$ cat config.mk
export PLATFORM = sky130hd
export DESIGN_NAME = fetch_unit
export DESIGN_NICKNAME = d
export VERILOG_FILES = /design/src/rtl/fetch_unit.sv
export SDC_FILE = /design/constraint.sdc
export NUM_CORES = 1
export LEC_CHECK = 0
export CORE_MARGIN = 3
export CORE_UTILIZATION = 40
export DETAILED_ROUTE_END_ITERATION = 6
export DONT_BUFFER_PORTS = 1
export SYNTH_ARGS = -nofsm -noshare
export SYNTH_HDL_FRONTEND = slang
export SYNTH_SLANG_ARGS = --single-unit
$ cat constraint.sdc
create_clock -name clk_i -period 3.97 [get_ports clk_i]
set_input_delay 1.191 -clock clk_i [delete_from_list [all_inputs] [get_ports clk_i]]
set_output_delay 1.191 -clock clk_i [all_outputs]
set_load 0.05 [all_outputs]
$ cat src/rtl/fetch_unit.sv
// fetch_unit: instruction-fetch stage. Owns the PC, keeps one imem request in
// flight, and feeds the IF/ID register (instruction, address, valid, flush).
module fetch_unit #(
    parameter logic [31:0] RESET_PC = 32'h0000_0000,
    parameter logic [31:0] PC_STEP  = 32'd4
) (
    input  logic        clk_i,
    input  logic        rst_i,
    input  logic        stall_i,
    input  logic        branch_taken_i,
    input  logic [31:0] branch_target_i,
    output logic        imem_req_o,
    output logic [31:0] imem_addr_o,
    input  logic        imem_rvalid_i,
    input  logic [31:0] imem_rdata_i,
    output logic [31:0] instr_addr_o,
    output logic [31:0] instr_o,
    output logic        instr_valid_o,
    output logic        flush_o
);

    typedef enum logic [1:0] {
        ISSUE,
        WAIT,
        HOLD
    } state_e;

    state_e      state;
    logic [31:0] pc_q;
    logic [31:0] buf_q;
    logic        kill_q;

    logic        rsp_live;
    logic        valid;

    // A response is only usable when it belongs to the current path.
    assign rsp_live = (state == WAIT) && imem_rvalid_i && !kill_q;

    assign valid = rst_i && !branch_taken_i
                   && (rsp_live || (state == HOLD));

    always_ff @(posedge clk_i or negedge rst_i) begin
        if (!rst_i) begin
            state  <= ISSUE;
            pc_q   <= RESET_PC;
            kill_q <= 1'b0;
            buf_q  <= '0;
        end else begin
            unique case (state)
                ISSUE: begin
                    state <= WAIT;
                    // The old-PC request is already out; mark it wrong-path.
                    if (branch_taken_i) begin
                        pc_q   <= branch_target_i;
                        kill_q <= 1'b1;
                    end
                end
                WAIT: begin
                    if (imem_rvalid_i) begin
                        kill_q <= 1'b0;
                        state  <= ISSUE;
                        if (branch_taken_i) begin
                            pc_q <= branch_target_i;
                        end else if (!kill_q) begin
                            if (stall_i) begin
                                buf_q <= imem_rdata_i;
                                state <= HOLD;
                            end else begin
                                pc_q <= pc_q + PC_STEP;
                            end
                        end
                    end else if (branch_taken_i) begin
                        pc_q   <= branch_target_i;
                        kill_q <= 1'b1;
                    end
                end
                HOLD: begin
                    if (branch_taken_i) begin
                        pc_q  <= branch_target_i;
                        state <= ISSUE;
                    end else if (!stall_i) begin
                        pc_q  <= pc_q + PC_STEP;
                        state <= ISSUE;
                    end
                end
                default: state <= ISSUE;
            endcase
        end
    end

    always_comb begin
        imem_req_o    = rst_i && (state == ISSUE);
        imem_addr_o   = pc_q;
        instr_valid_o = valid;
        instr_addr_o  = '0;
        instr_o       = '0;
        if (valid) begin
            instr_addr_o = pc_q;
            instr_o      = (state == HOLD) ? buf_q : imem_rdata_i;
        end
        flush_o = !rst_i || branch_taken_i || (!stall_i && !valid);
    end

endmodule

=== Word-level counts from Yosys, hierarchy flattened ===
Cells that the tools add are included.

* Flip-flop bits (word level): 67
* Input bits: 69
* Output and inout bits: 99
* Logic and storage cells: 52

* $add $sub $neg: 1
* Eq/ne operators: 5
* Multiplexer cells: 20
* Bitwise operators: 2
* Reduce and logical (&&, ||, !) cells: 20

{| class="wikitable"
|+ Operators with widths
! cell !! number
|-
| two-way mux 32 bit || 9
|-
| case mux 32 bit (3 select lines) || 1
|-
| adder 32 x 3 -> 32 bit (second input constant) || 1
|-
| two-way mux 2 bit || 6
|-
| logical AND 1 bit || 6
|-
| case mux 2 bit (3 select lines) || 1
|-
| zero test 1 bit || 5
|-
| AND reduction 5 bit || 1
|-
| != test 4 bit (second input constant) || 1
|-
| AND reduction 2 bit || 2
|-
| logical OR 1 bit || 3
|-
| != test 3 bit (second input constant) || 1
|-
| nonzero test 3 bit || 1
|-
| equality test 2 x 1 -> 1 bit (second input constant) || 1
|-
| equality test 2 bit (second input constant) || 1
|-
| zero test 2 bit || 1
|-
| two-way mux 1 bit || 2
|-
| != test 2 bit (second input constant) || 1
|-
| NOT 1 bit || 2
|-
| case mux 1 bit (2 select lines) || 1
|-
| nonzero test 2 bit || 1
|}

=== Logic depth before layout (Yosys ltp) ===
* Word-level depth: 8
* Depth in mapped cells: 9
* Depth with buffers taken out: 7

=== Worst setup path after synthesis ===
No wires, ideal clock.

* Path kind: input -> output
* Start point: input imem_rvalid_i
* End point: output flush_o
* Arrival: 3.208 ns
* Required time: 2.779 ns
* Slack: -0.429 ns
* Stages on the path: 7
* Buffers on the path: 2
* Cell sequence: buf_2 > nand2_1 > nor2_1 > o21ai_1 > inv_1 > clkbuf_1 > a21oi_1

* Longest elaborated chain between the ends: 7

{| class="wikitable"
|+ RTL lines
! item !! RTL line !! RTL
|-
| start, declared || 14 || <nowiki>input logic imem_rvalid_i,</nowiki>
|-
| logical AND 1 bit (2 in a row) || 37 || <nowiki>assign rsp_live = (state == WAIT) && imem_rvalid_i && !kill_q;</nowiki>
|-
| logical OR 1 bit || 40 || <nowiki>&& (rsp_live || (state == HOLD));</nowiki>
|-
| logical AND 1 bit || 40 ||
|-
| named net instr_valid_o || 18 || <nowiki>output logic instr_valid_o,</nowiki>
|-
| zero test 1 bit || 101 || <nowiki>flush_o = !rst_i || branch_taken_i || (!stall_i && !valid);</nowiki>
|-
| logical AND 1 bit || 101 ||
|-
| logical OR 1 bit || 101 ||
|-
| end, declared || 19 || <nowiki>output logic flush_o</nowiki>
|}

The timed path passes the listed nets, and every way through them passes these cells.

=== Final worst setup path ===
* Start point: register state[1]
* End point: output instr_addr_o[29]

* Longest elaborated chain between the ends: 6
* Elaborated cells on any way between the ends: 7

{| class="wikitable"
|+ RTL lines
! item !! RTL line !! RTL
|-
| start, declared || 28 || <nowiki>state_e state;</nowiki>
|-
| start signal, assigned || 44 || <nowiki>state <= ISSUE;</nowiki>
|-
| start signal, assigned || 51 || <nowiki>state <= WAIT;</nowiki>
|-
| start signal, assigned || 61 || <nowiki>state <= ISSUE;</nowiki>
|-
| equality test 2 x 1 -> 1 bit || 37 ||
|-
| logical AND 1 bit (2 in a row) || 37 ||
|-
| logical OR 1 bit (*) || 40 ||
|-
| logical AND 1 bit (*) || 40 ||
|-
| two-way mux 32 bit (*) || 97 || <nowiki>if (valid) begin</nowiki>
|-
| end, declared || 16 || <nowiki>output logic [31:0] instr_addr_o,</nowiki>
|}

Every way passes the cells marked *; elsewhere a longest branch is shown, timed or not.

==> impl_metrics.toml <==
[outcome]
status = "completed"

[setup_path]
setup.worst_path.end = "instr_addr_o[29]"
cp-start-kind = "register"
critical_path_depth = 8
path_delay_family = "simple AND/OR/NAND/NOR gates"
cpPeakStageDelay_ns = 0.40
reg2reg_depth = 8
crit-reg2reg-launch = "state[0]"
worst_ep_arrival_time_ns = 2.52
critical_path.most_common_cell = "inv_1"
critPathSlowestCell = "dfrtp_1"
reg2reg_to = "imem_addr_o[14]"
critical_path.startpoint = "state[1]"
timing.critical_path.to_type = "output port"
setup.worst_path.class = "register to output port"
worst-endpoint-required_ns = 2.78
reg2reg_setup_slack_ns = 1.07
worstPathCellList = "inv_1 > ha_1 > nand2_1 > nor2_1 > o21ai_2 > inv_1 > buf_4 > and2_2"
path_buf_inv = 3
worst-path-max-fanout = 12

[clock_network]
cts.htree.levels = 3
clockRootBuffer = "clkbuf_8"
tritoncts.num_buffers = 9
clk_transition_reported_paths_ns = 0.08
postCtsHoldBufs = 0
cts-root-to-sink-buffers = 2
clock_tree_from_tritoncts = "built"
cts_sinks = 67
clock_latency_ns = 0.35

[final_layout]
flow.area_growth_from_synthesis_pct = 14.3
final.fill_count = 1005
drive_above_1_share_pct = 24.5
final_common_cell = "dfrtp_1"
layoutNonFillerInstCount = 643
leading_cell_types_in_the_layout_fill_and_taps_excluded = "dfrtp_1, nor2_1, buf_4"
final_design_area_no_fill_um2 = 4950
finish.net_count = 575

[synth]
postSynth.asyncResetShare_pct = 100
synth_sequential_area_ratio_pct = 38.7
syn_avg_cell_area_um2 = 9.12
yosysTopAreaCellShare_pct = 38.7
synthesis.area_um2 = 4330
synth_enable_flop_cells = 0
synth_top_cells_by_area = "dfrtp_1, mux2_2, mux2i_1"
synthFlopType = "dfrtp_1"
mappedNetlistNets = 549
netlist_instances = 475
synthesis.yosys.warnings = 0
largest_area_contributor_in_the_synthesized_netlist = "dfrtp_1"
postSynthRegisterBits = 67
synth.distinct_cells = 52

[sta]
final.min_clock_period_ns = 3.71
max_slew_margin_pct = 24.2
setup_viol = 0
setup_slack_ns = 0.260
worst_pin_slew_ns = 1.13
unrepaired_setup_endpoints_after_global_routing = "no"
fin_hold_viols = 0
maxSlewViolCount = 0
skew_ns = 0.00769
max_freq_mhz = 270
period_share_pct = 93.4
setup-tns-final_ns = 0

[grt]
grt.overflow.total = 0
first_global_vias = 3894
grt_util_all_layers_pct = 21.1
grt_start_max_net_pins = 71
antenna_found_initial = 1
grt_first_pass_wirelength_mm = 20.0

[route]
route.vias.total = 3890
wirelength_mm = 12.9
detail_route.iter0.violations = 226
detail_route.vias_per_cell = 6.05
detail_route.wl_per_cell_um = 20.0
drt-pass1-iter-count = 5
antenna_viol_nets_final = 0
drc = 0

[job]
max_cap_check_violation_count = 0

[floorplan]
design.die.area_um2 = 12100
floorplan.die.height_um = 110
start_util_pct = 41.6
coreArea_um2 = 10400
pin_count = 168
placement_rows = 37
die_w_um = 110

[power]
design_power_total_mw = 3.54
vdd.ir_drop.worst_mv = 0.317
power-per-cell-area_nw_per_um2 = 714
p_leak_nw = 2.05

[place]
pre_cts_slack_ns = 0.305
count_of_placed_standard_cells_including_taps = 626
port_buffers = 0
gpl.final_weighted_congestion = 0.879
place_hpwl_mm = 9.10
dpl_cell_area_um2 = 4730

[worst_hold_path]
min-delay-path-class = "register to register"
hold_path_depth = 1
-- metal layers --
layer	GRT usage, %	vias to the layer above	share of wire (%)
li1	-	1793	-
met1	25.0	1872	38
met2	34.3	205	48
met3	9.38	20	12
met4	6.68	0	1.8
met5	0	-	0
-- synthesized netlist by cell type, types with 4 or more instances --
cell type  count
dfrtp_1       67
nor2_1        59
and2_1        36
mux2i_1       36
mux2_2        33
o21ai_0       24
nand2_1       23
a21oi_1       20
clkbuf_1      17
nand3_1       16
nand4_1       15
and3_1        10
a31oi_1        9
nand2b_1       9
buf_2          8
inv_1          7
nor3_1         7
ha_1           5
nor4_1         5
o211ai_1       5
buf_1          4
o22ai_1        4
xor2_1         4
-- report_power, final --
group / total [mW] / switching, mW / internal [mW] / leakage (nW)
clock: 0.581 / 0.277 / 0.304 / 0.0991
sequential: 1.88 / 0.900 / 0.980 / 0.834
combinational: 1.07 / 0.618 / 0.456 / 1.11
-- cell families (layout without fill, tap and decap cells) --
logic type / count (synthesis) / in the layout / synth area share [%]
flip-flops: 67 / 67 / 38.7
AND/OR/NAND/NOR: 193 / 193 / 23.5
XOR/XNOR: 4 / 4 / 0.808
AO/OA/AOI/OAI: 101 / 101 / 15.4
adder cells (fa/ha/maj): 5 / 5 / 1.44
buffers and inverters: 36 / 67 / 3.35
other: 0 / 1 / 0
multiplexers: 69 / 69 / 16.9
-- state kept, by name, summed over array words and instances, names as in the netlist --
register,flops
kill_q,1
imem_addr_o,32
buf_q,32
state,2
-- area by class of cell --
cell class	count	area, um2	share of cell area [%]
tap	136	170	3.44
clock inverter	5	52.6	1.06
inverter	7	26.3	0.530
clock buffer	11	141	2.85
multi-input combinational	372	2550	51.6
sequential	67	1680	33.8
antenna	1	2.50	0.0505
timing repair buffer	44	330	6.67
-- through the flow --
stage          hold WS [ns]  utilization, %
6_report              0.508            47.6
3_5_place_dp          0.496            45.4
3_3_place_gp          0.489            45.4
2_1_floorplan         0.480               -
4_1_cts               0.503            47.3
5_1_grt               0.491            47.6
-- what timing repair did --
item                       4_1_cts  5_1_grt
setup buffers                    0        0
setup endpoints to repair        0       21
gates resized for setup          0       21
-- worst min-delay path by stage --
stage | start | end | slack, ns
floorplan | buf_q[12] | buf_q[12] | 0.48
global placement | buf_q[19] | buf_q[19] | 0.49
detailed placement | buf_q[12] | buf_q[12] | 0.50
CTS | rst_i | imem_addr_o[4] | 0.50
global route | rst_i | kill_q | 0.49
finish | buf_q[28] | buf_q[28] | 0.51
Note: power is estimated with default switching activity, not from simulation.
